==> src/rtl/bit_serializer.sv <==
// bit_serializer: parallel word in over valid/ready, one bit per clk out on sout.
// Ports: clk, rst (sync, active-low), load_valid/load_data/load_ready in,
//        sout/sout_valid/last/busy out (registered); sout idles at 0.
module bit_serializer #(
  parameter int WIDTH     = 8,
  parameter bit MSB_FIRST = 1'b1,
  parameter int GAP       = 0
) (
  input  logic             clk,
  input  logic             rst,
  input  logic             load_valid,
  input  logic [WIDTH-1:0] load_data,
  output logic             load_ready,
  output logic             sout,
  output logic             sout_valid,
  output logic             last,
  output logic             busy
);

  localparam int BW = (WIDTH > 2) ? $clog2(WIDTH) : 1;
  localparam logic [BW-1:0] BLAST = BW'(WIDTH - 1);
  localparam logic [BW-1:0] BPEN  = BW'(WIDTH - 2);
  localparam logic [3:0] GLOAD = (GAP > 0) ? 4'(GAP - 1) : 4'd0;
  localparam bit HAS_GAP = (GAP > 0);

  typedef enum logic [1:0] {
    S_IDLE,
    S_SHIFT,
    S_GAP
  } state_t;

  state_t            state, state_n;
  logic [WIDTH-1:0]  sr, sr_n;
  logic [BW-1:0]     bcnt, bcnt_n;
  logic [3:0]        gcnt, gcnt_n;
  logic              sout_n, valid_n, last_n, busy_n;
  logic              accept, final_bit;

  function automatic logic head(input logic [WIDTH-1:0] d);
    return MSB_FIRST ? d[WIDTH-1] : d[0];
  endfunction

  function automatic logic [WIDTH-1:0] tail(input logic [WIDTH-1:0] d);
    return MSB_FIRST ? (d << 1) : (d >> 1);
  endfunction

  // sout is a register, so the first bit is taken straight from
  // load_data at the accept edge and sr keeps only the bits still to go.
  assign final_bit  = (state == S_SHIFT) && (bcnt == BLAST);
  assign load_ready = rst &&
                      ((state == S_IDLE) || (final_bit && !HAS_GAP));
  assign accept     = load_valid && load_ready;

  always_comb begin
    state_n = state;
    sr_n    = sr;
    bcnt_n  = bcnt;
    gcnt_n  = gcnt;
    sout_n  = 1'b0;
    valid_n = 1'b0;
    last_n  = 1'b0;
    busy_n  = 1'b0;
    if (accept) begin
      state_n = S_SHIFT;
      sr_n    = tail(load_data);
      bcnt_n  = '0;
      sout_n  = head(load_data);
      valid_n = 1'b1;
      busy_n  = 1'b1;
    end else begin
      case (state)
        S_SHIFT: begin
          if (final_bit) begin
            if (HAS_GAP) begin
              state_n = S_GAP;
              gcnt_n  = GLOAD;
              busy_n  = 1'b1;
            end else begin
              state_n = S_IDLE;
            end
          end else begin
            sout_n  = head(sr);
            sr_n    = tail(sr);
            bcnt_n  = bcnt + 1'b1;
            valid_n = 1'b1;
            busy_n  = 1'b1;
            last_n  = (bcnt == BPEN);
          end
        end
        S_GAP: begin
          if (gcnt == 4'd0) begin
            state_n = S_IDLE;
          end else begin
            gcnt_n = gcnt - 4'd1;
            busy_n = 1'b1;
          end
        end
        default: begin
          state_n = S_IDLE;
        end
      endcase
    end
  end

  always_ff @(posedge clk) begin
    if (!rst) begin
      state      <= S_IDLE;
      sr         <= '0;
      bcnt       <= '0;
      gcnt       <= '0;
      sout       <= 1'b0;
      sout_valid <= 1'b0;
      last       <= 1'b0;
      busy       <= 1'b0;
    end else begin
      state      <= state_n;
      sr         <= sr_n;
      bcnt       <= bcnt_n;
      gcnt       <= gcnt_n;
      sout       <= sout_n;
      sout_valid <= valid_n;
      last       <= last_n;
      busy       <= busy_n;
    end
  end

endmodule
==> config.mk <==
export PLATFORM = sky130hd
export DESIGN_NAME = bit_serializer
export DESIGN_NICKNAME = d
export VERILOG_FILES = /design/src/rtl/bit_serializer.sv
export SDC_FILE = /design/constraint.sdc
export NUM_CORES = 1
export LEC_CHECK = 0
export BUFFER_PORTS_ARGS = -buffer_cell sky130_fd_sc_hd__buf_2
export CELL_PAD_IN_SITES_DETAIL_PLACEMENT = 1
export CELL_PAD_IN_SITES_GLOBAL_PLACEMENT = 2
export CORE_ASPECT_RATIO = 0.8
export CORE_MARGIN = 4
export CORE_UTILIZATION = 30
export CTS_CLUSTER_DIAMETER = 200
export DETAILED_ROUTE_END_ITERATION = 10
export GPL_TIMING_DRIVEN = 0
export PLACE_DENSITY = 0.74
export RECOVER_POWER = 25
export SYNTH_ARGS = -nofsm -noshare
export SYNTH_HDL_FRONTEND = slang
export SYNTH_SLANG_ARGS = --single-unit
export TNS_END_PERCENT = 30
==> constraint.sdc <==
create_clock -name clk -period 4.1 [get_ports clk]
set_input_delay 0.82 -clock clk [delete_from_list [all_inputs] [get_ports clk]]
set_output_delay 0.82 -clock clk [all_outputs]
set_load 0.02 [all_outputs]
==> results.cfg, run 1 <==
[clocking]
cts_resized = 0
clkSinkCount = 14
cts.path.max_buffers = 2
htree_levels = 1
cts_made_buffers = 3
cts_tree = done
clock_latency_ps = 280
root_buffer = clkbuf_4
path_clk_slew_ps = 80
post_cts_buffers = 0
ctsHoldBuffers = 0

[pwr]
leakage_nw = 0.350
powerDensity_nw_per_um2 = 351
peakVddDrop_mv = 0.215
p_total_mw = 0.269

[global_routing]
grt_start_max_net_pins = 11
grt_overflow = 0
antenna_found_initial = 0
grt_pass1_wl_um = 2100
track_usage_pct = 9.55
grt_pass1_vias = 470

[yosys]
netlist_area_sq_um = 641
synth_cells = 62
ys_types = 23
yosysSeqAreaShare_pct = 43.7
ys_ff_latch = 14
synth_warnings = 0
synthTopCellsByArea = dfxtp_1 44%, mux2i_1 11%, buf_6 7.0%, ha_1 5.9%, a21oi_1 4.7%
yosys.area.top_type = dfxtp_1
synth_top_area_share_pct = 43.7
avgSynthCellArea_sq_um = 10.3
syn_nets = 76

[routing]
dr.pass1.iters = 2
drcViolationCount = 0
viasPerCell = 4.81
avgRoutedWirePerCell_um = 12.4
vias = 500
antenna_left = 0
drt-total-wl_um = 1290
drt_iter0_markers = 8

[critical_path]
worstPathRequired_ps = 3280
r2r_slack_ps = 2710
cp.arrival_ps = 1570
critPathSlowestCell = dfxtp_1
cp_max_fo = 9
startpoint_type = flop
cp_slowest_stage_delay_ps = 330
end_kind = output port
r2r-end = sr[6]$_SDFFE_PN0P_
crit_path_frequent_cell = ha_1
worstSetupPathType = flop to output port
worstReg2RegStart = bcnt[0]$_SDFFE_PP0P_
cp_cell_sequence = ha_1, ha_1, nand2b_4, buf_6, and2_4, buf_2
reg2reg_depth = 7

[placement]
gp_congestion = 0.660
io_buffers = 15
place_hpwl_um = 966

[min_path]
hp-class = flop to flop
hold_start = bcnt[2]$_SDFFE_PP0P_
hold_end = last$_SDFF_PP0_
whs_path_depth = 2

[sta]
worst_slew_pin_slew_ps = 203
setup-violations-final = 0
fin_skew_ps = 3.38
slew_headroom_pct = 86.4
final.setup.tns_ps = 0
hold_viol = 0
clock.fmax_mhz = 419
post-route-period-util_pct = 58.2
drv_slew = 0
fin_crit_ps = 2390
rsz0062_at_grt = no

[floorplanning]
initial_core_util_pct = 32.7
core-area_sq_um = 1960
floorplan.rows = 14
ios = 16
die-area_sq_um = 2940
die_w_um = 59.7
die_height_um = 49.3

[status]
status = finished clean

[cells_and_area]
syn2layout_area_growth_pct = 19.5
antenna_cells = 0
layout_commonest_cell = buf_2
drive_gt1_share_pct = 32.5
mostFrequentLayoutCells = 15 x buf_2, 14 x dfxtp_1, 7 x mux2i_1
final_nets = 96

[run]
cap_violations = 0
-- worst max path at each step --
stage,slack [ps],to,from
floorplan,2190,load_ready,bcnt[0]$_SDFFE_PP0P_
global placement,2010,load_ready,bcnt[0]$_SDFFE_PP0P_
global route,1640,load_ready,bcnt[0]$_SDFFE_PP0P_
detailed placement,2010,load_ready,bcnt[0]$_SDFFE_PP0P_
CTS,1680,load_ready,bcnt[0]$_SDFFE_PP0P_
finish,1710,load_ready,bcnt[0]$_SDFFE_PP0P_
-- critical path, delay by kind of cell, from the launching register on --
family | cells | cell delay, ps
buffers and inverters | 2 | 280
DFF | 1 | 330
and+or+nand+nor | 2 | 300
adders and majority gates | 2 | 380
-- kinds of logic (layout without fill, tap and decap cells) --
kind of cell             Yosys count  after routing  synth area share, %
AO/OA/AOI/OAI                     18             18                 17.0
AND/OR/NAND/NOR                   14             14                 13.7
adder cells (fa/ha/maj)            3              3                 5.86
buffers and inverters              6             24                 8.79
flip-flops                        14             14                 43.8
multiplexers                       7              7                 10.9
-- registers in the layout, summed over array words and instances, names as in the netlist --
| name | flops |
|---|---|
| sr | 7 |
| state | 1 |
| sout_valid | 1 |
| bcnt | 3 |
| last | 1 |
| sout | 1 |
-- report_power, final --
part	internal [mW]	total (mW)	switching (mW)
Sequential	0.144	0.149	0.00436
Combinational	0.0215	0.0433	0.0218
Clock	0.0340	0.0768	0.0428
-- cell type report --
type	instances	area, sq um
fillers	241	1200
multi-input cells	42	302
flip-flops and latches	14	280
repair buffers	15	75.1
plain buffers	5	52.6
well taps	24	30.0
clock buffers	3	22.5
inverters	1	3.75
-- metal layers --
layer	GRT usage, %	vias up	wire length [um]
met5	0	-	0
met4	2.21	0	11
met3	4.76	2	100
met2	16.4	14	587
met1	10.3	229	589
li1	-	255	-
-- synth_stat cells --
| cell | instances |
|---|---|
| buf_6 | 4 |
| nor3b_1 | 1 |
| buf_4 | 1 |
| ha_1 | 3 |
| dfxtp_1 | 14 |
| o21ai_0 | 3 |
| inv_1 | 1 |
| a21oi_1 | 6 |
| o21a_1 | 4 |
| a21boi_1 | 1 |
| and2b_4 | 1 |
| mux2i_1 | 7 |
| nand2b_4 | 1 |
| nand2_1 | 2 |
| o21ai_2 | 1 |
| nor2b_1 | 1 |
| and2_4 | 1 |
| nand3b_1 | 1 |
| nor2_1 | 3 |
| nand3_1 | 2 |
| a21boi_0 | 1 |
| nor3_1 | 1 |
| o21ai_1 | 2 |
-- metrics by stage --
step / utilization (%) / setup slack (ps) / instances / hold slack (ps) / area (sq um)
CTS: 39.2 / 1680 / 104 / 476 / 768
finish: 39.0 / 1710 / 104 / 478 / 766
floorplan: - / 2190 / 62 / 430 / 641
global placement: 38.0 / 2010 / 101 / 444 / 746
detailed placement: 38.0 / 2010 / 101 / 465 / 746
global route: 39.0 / 1640 / 104 / 509 / 766
(Power assumes the default switching activity.)
==> run 2, diff against run 1 <==
==> constraint.sdc (replaced) <==
create_clock -name clk -period 2.2 [get_ports clk]
set_input_delay 0.44 -clock clk [delete_from_list [all_inputs] [get_ports clk]]
set_output_delay 0.44 -clock clk [all_outputs]
set_load 0.02 [all_outputs]
==> results.cfg, run 2 (synthesis results as in run 1) <==
[cells_and_area]
layout.cells.non_filler = 104
final_nets = 96
fin_util_pct = 38.9
largest_reg_flops = 7
layout_commonest_cell = dfxtp_1
syn2layout_area_growth_pct = 19.1
top_regs = sr (7), bcnt (3)
mostFrequentLayoutCells = 14 x dfxtp_1, 13 x buf_2, 7 x mux2i_1
antenna_cells = 0
drive_gt1_share_pct = 30.0
regMostFlops = sr

[floorplanning]
floorplan.rows = 14
core-area_sq_um = 1960
die_w_um = 59.7
initial_core_util_pct = 32.7
die-area_sq_um = 2940
die_height_um = 49.3
ios = 16

[sta]
setup-violations-final = 0
final.setup.tns_ps = 0
post-route-period-util_pct = 91.2
fin_crit_ps = 2010
clock.fmax_mhz = 498
fin_skew_ps = 3.34
drv_slew = 0
worst_slew_pin_slew_ps = 251
finalWorstSetupSlack_ps = 194
whs_ps = 425
slew_headroom_pct = 83.3
hold_viol = 0
rsz0062_at_grt = no

[pwr]
leakage_nw = 0.343
switching_share_pct = 25.7
p_comb_share_pct = 16.0
p_int_mw = 0.372
p_clk_share_pct = 28.6
powerDensity_nw_per_um2 = 656
p_sw_mw = 0.129
seq_power_share_pct = 55.4
peakVddDrop_mv = 0.401

[critical_path]
end_kind = output port
cp_max_fo = 9
cp_slowest_stage_delay_ps = 330
critPathBufInv = 2
worstSetupPathType = flop to output port
worstReg2RegStart = bcnt[0]$_SDFFE_PP0P_
critPathSlowestCell = dfxtp_1
startpoint_type = flop
cp_top_family = adder cells
worstPathRequired_ps = 1760
crit_path_frequent_cell = ha_1
cp_cell_sequence = ha_1, ha_1, nand2b_4, buf_6, and2_4, buf_2
cp-startpoint = bcnt[0]$_SDFFE_PP0P_
cp.arrival_ps = 1570

[clocking]
cts_resized = 0
cts.path.max_buffers = 2
clkSinkCount = 14
clock_latency_ps = 280
cts_tree = done
cts_made_buffers = 3
ctsHoldBuffers = 0
path_clk_slew_ps = 80
post_cts_buffers = 0
root_buffer = clkbuf_4
htree_levels = 1

[run]
cap_violations = 0

[placement]
post-place-ws_ps = 486
io_buffers = 15
gp_congestion = 0.660
dp_cells = 101
place_hpwl_um = 966

[min_path]
hp-class = input pin to flop
hold_start = load_data[0]

[global_routing]
antenna_found_initial = 0
track_usage_pct = 9.55
grt_pass1_vias = 470
grt_pass1_wl_um = 2100
grt_overflow = 0
grt_start_max_net_pins = 11

[status]
status = finished clean

[routing]
viasPerCell = 4.81
drt-total-wl_um = 1290
antenna_left = 0
drcViolationCount = 0
vias = 500
avgRoutedWirePerCell_um = 12.4
dr.pass1.iters = 2
drt_iter0_markers = 8
==> run 2: path summary, 6_finish.rpt <==
check,end,slack (ps),depth (start not counted)
worst max-delay path,load_ready,190,6
worst min-delay path,sr[1]$_SDFFE_PN0P_,420,3
worst max register to register,sr[6]$_SDFFE_PN0P_,810,7
worst min register to register,sout$_SDFF_PN0_,470,2
==> run 2: routing by layer <==
| metal | global-route usage, % | part of all wire [%] | vias to the layer above |
|---|---|---|---|
| li1 | - | - | 255 |
| met1 | 10.3 | 46 | 229 |
| met2 | 16.4 | 45 | 14 |
| met3 | 4.76 | 7.8 | 2 |
| met4 | 2.21 | 0.85 | 0 |
| met5 | 0 | 0 | - |
==> run 2: final cells by class <==
type | instances | area (sq um)
Buffer | 5 | 52.6
Clock buffer | 3 | 22.5
Fill cell | 241 | 1200
Inverter | 1 | 3.75
Multi-Input combinational cell | 42 | 302
Sequential cell | 14 | 280
Tap cell | 24 | 30.0
Timing Repair Buffer | 15 | 72.6
==> run 2: worst min-delay path, cell delays in order <==
cell	delay, ps
buf_2	80
mux2i_1	60
nor2b_1	90
==> run 2: metrics by stage <==
stage	area (sq um)	power, mW
floorplan	641	0.340
global placement	746	0.365
detailed placement	746	0.367
CTS	768	0.514
global route	763	0.530
finish	763	0.501
==> run 2: power groups by stage <==
stage | combinational (mW) | clock [mW] | sequential (mW)
floorplan | 0.0555 | 0 | 0.285
global placement | 0.0821 | 0 | 0.283
detailed placement | 0.0833 | 0 | 0.284
CTS | 0.0835 | 0.153 | 0.278
global route | 0.0887 | 0.163 | 0.279
finish | 0.0803 | 0.143 | 0.277
